$ cat src/rtl/lsu_ddr3_issue_pkg.sv
// Shared definitions for the LSU-to-DDR3 issue stage: default widths,
// issue FSM state encoding and the line-offset width derivation.
package lsu_ddr3_issue_pkg;
    localparam int DEF_ADDR_W = 32;
    localparam int DEF_DATA_W = 32;
    localparam int DEF_LINE_W = 256;

    typedef enum logic [1:0] {
        ST_IDLE    = 2'd0,
        ST_RD_WAIT = 2'd1,
        ST_WR_WAIT = 2'd2,
        ST_RESP    = 2'd3
    } state_t;

    // Number of word-select bits inside one DDR3 line.
    function automatic int calc_off_w(input int line_w, input int data_w);
        return $clog2(line_w / data_w);
    endfunction
endpackage

$ cat src/rtl/ddr3_line_buf.sv
// Single-line read buffer: tag compare, word read mux, line fill and
// masked single-word update for store hits.
module ddr3_line_buf
    import lsu_ddr3_issue_pkg::*;
#(
    parameter int DATA_W = DEF_DATA_W,
    parameter int LINE_W = DEF_LINE_W,
    parameter int OFF_W  = calc_off_w(DEF_LINE_W, DEF_DATA_W),
    parameter int TAG_W  = DEF_ADDR_W - OFF_W
) (
    input  logic              clk,
    input  logic              reset_n,
    input  logic [TAG_W-1:0]  tag,
    input  logic [OFF_W-1:0]  sel,
    input  logic              fill_en,
    input  logic [TAG_W-1:0]  fill_tag,
    input  logic [LINE_W-1:0] fill_data,
    input  logic              wr_en,
    input  logic [DATA_W-1:0] wr_data,
    output logic              hit,
    output logic [DATA_W-1:0] rd_word
);
    logic              buf_valid;
    logic [TAG_W-1:0]  buf_tag;
    logic [LINE_W-1:0] buf_data;

    assign hit     = buf_valid && (buf_tag == tag);
    assign rd_word = buf_data[sel*DATA_W +: DATA_W];

    // A store miss never allocates; only a hit patches the buffered word.
    always_ff @(posedge clk or negedge reset_n) begin
        if (!reset_n) begin
            buf_valid <= 1'b0;
            buf_tag   <= '0;
            buf_data  <= '0;
        end else if (fill_en) begin
            buf_valid <= 1'b1;
            buf_tag   <= fill_tag;
            buf_data  <= fill_data;
        end else if (wr_en && hit) begin
            buf_data[sel*DATA_W +: DATA_W] <= wr_data;
        end
    end
endmodule

$ cat src/rtl/lsu_ddr3_issue.sv
// LSU request-issue stage: one request in flight, local load hits, DDR3
// commands for misses and stores, edge-detected DDR3 completions.
module lsu_ddr3_issue
    import lsu_ddr3_issue_pkg::*;
#(
    parameter int ADDR_W = DEF_ADDR_W,
    parameter int DATA_W = DEF_DATA_W,
    parameter int LINE_W = DEF_LINE_W,
    localparam int OFF_W = calc_off_w(LINE_W, DATA_W),
    localparam int LANES = LINE_W / DATA_W
) (
    input  logic                    clk,
    input  logic                    reset_n,
    input  logic                    stall_i,
    input  logic                    lsu_valid_i,
    input  logic                    lsu_we_i,
    input  logic [ADDR_W-1:0]       lsu_addr_i,
    input  logic [DATA_W-1:0]       lsu_wdata_i,
    output logic                    lsu_ready_o,
    output logic [DATA_W-1:0]       lsu_rdata_o,
    output logic                    lsu_rvalid_o,
    output logic                    LSUOut2DDR3_en,
    output logic                    SAME_o,
    output logic                    ddr3_cmd_en_o,
    output logic                    ddr3_cmd_we_o,
    output logic [ADDR_W-OFF_W-1:0] ddr3_addr_o,
    output logic [LINE_W-1:0]       ddr3_wdata_o,
    output logic [LANES-1:0]        ddr3_wmask_o,
    input  logic                    DDR3_rdy,
    input  logic [LINE_W-1:0]       ddr3_rdata_i,
    input  logic                    DDR3_w_rdy
);
    state_t                  state;
    logic                    DDR3_rdy_pre;
    logic                    DDR3_w_rdy_pre;
    logic [ADDR_W-OFF_W-1:0] req_tag;
    logic [OFF_W-1:0]        req_sel;
    logic                    buf_hit;
    logic [DATA_W-1:0]       buf_word;

    wire [ADDR_W-OFF_W-1:0] tag_in = lsu_addr_i[ADDR_W-1:OFF_W];
    wire [OFF_W-1:0]        sel_in = lsu_addr_i[OFF_W-1:0];
    wire accept = lsu_valid_i && (state == ST_IDLE) && !stall_i;

    // Simultaneous edges on both completion inputs are treated as noise.
    wire rd_edge = DDR3_rdy && !DDR3_rdy_pre;
    wire wr_edge = DDR3_w_rdy && !DDR3_w_rdy_pre;
    wire rd_done = (state == ST_RD_WAIT) && rd_edge && !wr_edge;
    wire wr_done = (state == ST_WR_WAIT) && wr_edge && !rd_edge;

    assign lsu_ready_o  = (state == ST_IDLE);
    assign lsu_rvalid_o = (state == ST_RESP) && !stall_i;

    ddr3_line_buf #(
        .DATA_W (DATA_W),
        .LINE_W (LINE_W),
        .OFF_W  (OFF_W),
        .TAG_W  (ADDR_W - OFF_W)
    ) u_line_buf (
        .clk       (clk),
        .reset_n   (reset_n),
        .tag       (tag_in),
        .sel       (sel_in),
        .fill_en   (rd_done),
        .fill_tag  (req_tag),
        .fill_data (ddr3_rdata_i),
        .wr_en     (accept && lsu_we_i),
        .wr_data   (lsu_wdata_i),
        .hit       (buf_hit),
        .rd_word   (buf_word)
    );

    always_ff @(posedge clk or negedge reset_n) begin
        if (!reset_n) begin
            state          <= ST_IDLE;
            DDR3_rdy_pre   <= 1'b0;
            DDR3_w_rdy_pre <= 1'b0;
            req_tag        <= '0;
            req_sel        <= '0;
            lsu_rdata_o    <= '0;
            LSUOut2DDR3_en <= 1'b0;
            SAME_o         <= 1'b0;
            ddr3_cmd_en_o  <= 1'b0;
            ddr3_cmd_we_o  <= 1'b0;
            ddr3_addr_o    <= '0;
            ddr3_wdata_o   <= '0;
            ddr3_wmask_o   <= '0;
        end else begin
            DDR3_rdy_pre   <= DDR3_rdy;
            DDR3_w_rdy_pre <= DDR3_w_rdy;
            LSUOut2DDR3_en <= 1'b0;
            SAME_o         <= 1'b0;
            ddr3_cmd_en_o  <= 1'b0;
            case (state)
                ST_IDLE: begin
                    if (accept) begin
                        req_tag <= tag_in;
                        req_sel <= sel_in;
                        if (lsu_we_i) begin
                            LSUOut2DDR3_en <= 1'b1;
                            ddr3_cmd_en_o  <= 1'b1;
                            ddr3_cmd_we_o  <= 1'b1;
                            ddr3_addr_o    <= tag_in;
                            ddr3_wdata_o   <= {LANES{lsu_wdata_i}};
                            ddr3_wmask_o   <= LANES'(1) << sel_in;
                            state          <= ST_WR_WAIT;
                        end else if (buf_hit) begin
                            SAME_o      <= 1'b1;
                            lsu_rdata_o <= buf_word;
                            state       <= ST_RESP;
                        end else begin
                            LSUOut2DDR3_en <= 1'b1;
                            ddr3_cmd_en_o  <= 1'b1;
                            ddr3_cmd_we_o  <= 1'b0;
                            ddr3_addr_o    <= tag_in;
                            ddr3_wdata_o   <= '0;
                            ddr3_wmask_o   <= '0;
                            state          <= ST_RD_WAIT;
                        end
                    end
                end
                ST_RD_WAIT: begin
                    if (rd_done) begin
                        lsu_rdata_o <= ddr3_rdata_i[req_sel*DATA_W +: DATA_W];
                        state       <= ST_RESP;
                    end
                end
                ST_WR_WAIT: begin
                    if (wr_done) state <= ST_IDLE;
                end
                ST_RESP: begin
                    if (!stall_i) state <= ST_IDLE;
                end
                default: state <= ST_IDLE;
            endcase
        end
    end
endmodule

$ cat config.mk
export PLATFORM = sky130hd
export DESIGN_NAME = lsu_ddr3_issue
export DESIGN_NICKNAME = d
export VERILOG_FILES = /design/src/rtl/lsu_ddr3_issue_pkg.sv /design/src/rtl/ddr3_line_buf.sv /design/src/rtl/lsu_ddr3_issue.sv
export SDC_FILE = /design/constraint.sdc
export NUM_CORES = 1
export LEC_CHECK = 0
export CELL_PAD_IN_SITES_DETAIL_PLACEMENT = 1
export CELL_PAD_IN_SITES_GLOBAL_PLACEMENT = 1
export CORE_MARGIN = 2
export CORE_UTILIZATION = 32
export DETAILED_ROUTE_END_ITERATION = 16
export PLACE_DENSITY_LB_ADDON = 0.1
export SLEW_MARGIN = 20
export SYNTH_ARGS = -nofsm -noshare
export SYNTH_HDL_FRONTEND = slang
export SYNTH_SLANG_ARGS = --single-unit
$ cat constraint.sdc
create_clock -name clk -period 5.7 [get_ports clk]
set_input_delay 1.14 -clock clk [delete_from_list [all_inputs] [get_ports clk]]
set_output_delay 1.14 -clock clk [all_outputs]
set_load 0.01 [all_outputs]
==> impl_metrics.toml <==
[drt]
drc = 0
num_vias = 20600
wl_um = 105000
viasPerCell = 5.74
wl_per_cell_um = 29.3
drtIter0Drc = 1546
ant_nets = 0
drtPass1Iterations = 5

[yosys]
syn_nets = 2560
synth-async-reset-ratio_pct = 100
synth_area_leaders = "dfrtp_1 (44%), mux4_2 (12%), buf_4 (6.9%), a221o_1 (4.1%), mux2_2 (3.7%)"
synth_top_area_share_pct = 43.6
synthAdderAreaFrac_pct = 0.358
synth_seq_cells = 426
synthMuxAreaShare_pct = 17.4
syn_inst = 2226
synthFlopType = "dfrtp_1"
synth_compound_gate_area_share_pct = 15.0
post-synth-top-count-cell = "dfrtp_1"
synth_top_cells_by_count = "dfrtp_1 (426), buf_4 (225), nor2_1 (203)"
synth_top_family_by_area = "multiplexers"
avgSynthCellArea_um2 = 11.0
synth-edff-count = 0
seq_area_frac_synth_pct = 43.6
ys_warn_count = 0
syn-cell-area_um2 = 24400
synth_xor_area_share_pct = 1.04
yosysUniqueCellTypes = 44
synthSimpleGateAreaFrac_pct = 12.4
synth_top_area_cell = "dfrtp_1"

[worst_setup_path]
endpoint_kind = "register"
start_kind = "primary input"
max_stage_delay_ps = 720
r2r_setup_slack_ps = 1950
r2r_cells = 8
cpMostUsedCell = "buf_4"
r2r_start = "u_line_buf.buf_tag[21]"
rr_endpoint = "u_line_buf.buf_data[191]"
critPathKind = "in2reg"
crit_required_ps = 6220
path_max_fanout = 58
critical_path_arrival_ps = 4940
worstPathCellList = "clkdlybuf4s50_1 > xnor2_1 > nand4_1 > or4_1 > nor4_4 > buf_4 > buf_4 > a32oi_1 > a21oi_1"
slowest_stage = "or4_1"

[cells_and_area]
area_growth_pct = 31.3
drive_above_1_share_pct = 14.3
nNetsFinal = 2897
fill_cells = 8032

[timing]
final.setup.tns_ps = 0
slew-limit-headroom_pct = 25.4
fmax_mhz = 226
drv_slew = 0
setup_violations = 0
min_period_ps = 4420
hold_ws_ps = 452
worst_pin_slew_ps = 1120
rsz0062_at_grt = "false"
finalClockSkew_ps = 10.7
hold_viol_final = 0
min_period_over_period_pct = 77.6

[hold_path]
hp-class = "reg2reg"
worst_hold_path.endpoint = "u_line_buf.buf_tag[27]"
hold_path_startpoint = "req_tag[27]"
hold_depth = 2

[power_and_ir_drop]
p_total_uw = 15900
powerDensity_nw_per_um2 = 497
p_leak_uw = 0.0133
ir_worst_vdd_v = 0.000254

[global_routing]
first_global_vias = 22300
grt_max_degree = 176
overflow = 0
grt_pass1_wl_um = 153000
grt_usage_pct = 26.0
antenna_found_initial = 4

[die]
fp-row-count = 101
pin_count = 658
start_util_pct = 32.2
die_width_um = 280
coreArea_um2 = 75800
die_y_um = 280
dieArea_um2 = 78600

[placed_design]
gp_congestion = 0.818
dpl.hpwl_um = 68600
io_buffers = 657

[clock_network]
cts_tree = "built"
clk_pin_slew_ps = 60
cts_buffer_depth = 3
cts_sinks = 426
cts_htree_levels = 2
clock_latency_ps = 610
cts_buffers = 52
root_buffer = "clkbuf_16"
post_cts_buffers = 0
cts-hold-fix-buffers = 0
cts_resized = 0

[job]
cap_violations = 0

[run_status]
status = "finished clean"
==> power by group <==
group | total, uW | switching, uW | internal, uW
combinational | 6980 | 2990 | 3990
clock | 3360 | 1390 | 1980
sequential | 5600 | 1150 | 4450
==> cell type report <==
type | instances | area, um^2 | area share, %
inverters | 6 | 22.5 | 0.0702
clock buffers | 80 | 1540 | 4.79
flip-flops and latches | 426 | 10700 | 33.3
multi-input cells | 1365 | 11400 | 35.6
clock inverters | 11 | 138 | 0.429
repair buffers | 712 | 7060 | 22.0
diodes | 3 | 7.51 | 0.0234
well taps | 978 | 1220 | 3.81
==> metal layers <==
layer | wire, um | GRT usage [%]
met1 | 44400 | 34.5
met2 | 51900 | 44.2
met3 | 5550 | 3.51
met4 | 2860 | 7.99
met5 | 8 | 0
==> how the worst max path moves through the flow <==
| stage | from | to | depth (start not counted) |
|---|---|---|---|
| floorplan | lsu_addr_i[1] | u_line_buf.buf_data[140] | 11 |
| global placement | lsu_addr_i[24] | u_line_buf.buf_data[61] | 9 |
| detailed placement | lsu_addr_i[24] | u_line_buf.buf_data[61] | 9 |
| CTS | lsu_addr_i[24] | u_line_buf.buf_data[62] | 9 |
| global route | lsu_addr_i[15] | u_line_buf.buf_data[59] | 9 |
| finish | lsu_addr_i[24] | u_line_buf.buf_data[191] | 9 |
==> registers in the layout, indices dropped and copies added (netlist names) <==
register	count
DDR3_rdy_pre	1
u_line_buf.buf_valid	1
u_line_buf.buf_data	256
SAME_o	1
state	2
ddr3_cmd_we_o	1
ddr3_cmd_en_o	1
req_sel	3
ddr3_addr_o	29
DDR3_w_rdy_pre	1
u_line_buf.buf_tag	29
ddr3_wdata_o	32
lsu_rdata_o	32
ddr3_wmask_o	8
req_tag	29
==> cells in the final DEF, fill, tap and decap left out, drive strengths merged, types with 5 or more instances in the layout <==
master,synthesis,routed
nand2b,6,6
nor3,5,5
buf,261,59
a22o,37,37
a211oi,32,32
mux2,93,93
xnor2,29,29
nor2,203,203
dfrtp,426,426
a221o,100,100
nor4,9,9
a32oi,96,96
clkbuf,168,80
a21oi,132,132
nand3,5,5
a211o,28,28
clkdlybuf4s50,0,653
nand2,127,127
ha,7,7
and2,100,100
and3,126,126
nand4,15,15
inv,6,8
mux2i,32,32
a221oi,32,32
clkinv,0,6
mux4,128,128
==> per-stage QoR <==
| step | setup WS [ps] | utilization [%] | instances | area, um^2 |
|---|---|---|---|---|
| 6_report | 1280 | 42.3 | 3581 | 32100 |
| 5_1_grt | 1150 | 42.3 | 3579 | 32100 |
| 4_1_cts | 1340 | 42.3 | 3578 | 32100 |
| 3_5_place_dp | 684 | 40.1 | 3487 | 30400 |
| 3_3_place_gp | 759 | 40.1 | 3487 | 30400 |
| 2_1_floorplan | 1860 | - | 2226 | 24400 |
==> critical path: cells and delay by family <==
kind	cells	cell delay [ps]
buf+inv	3	1720
simple gates	3	1260
compound gates	2	380
xor+xnor	1	360
==> kinds of logic after synthesis <==
kind of cell | Yosys count
and+or+nand+nor | 609
AOI/OAI and AO/OA | 467
buffers and inverters | 435
DFF | 426
muxes | 253
xor gates and xnor gates | 29
adders and majority gates | 7
Power figures use the tool's default switching activity.
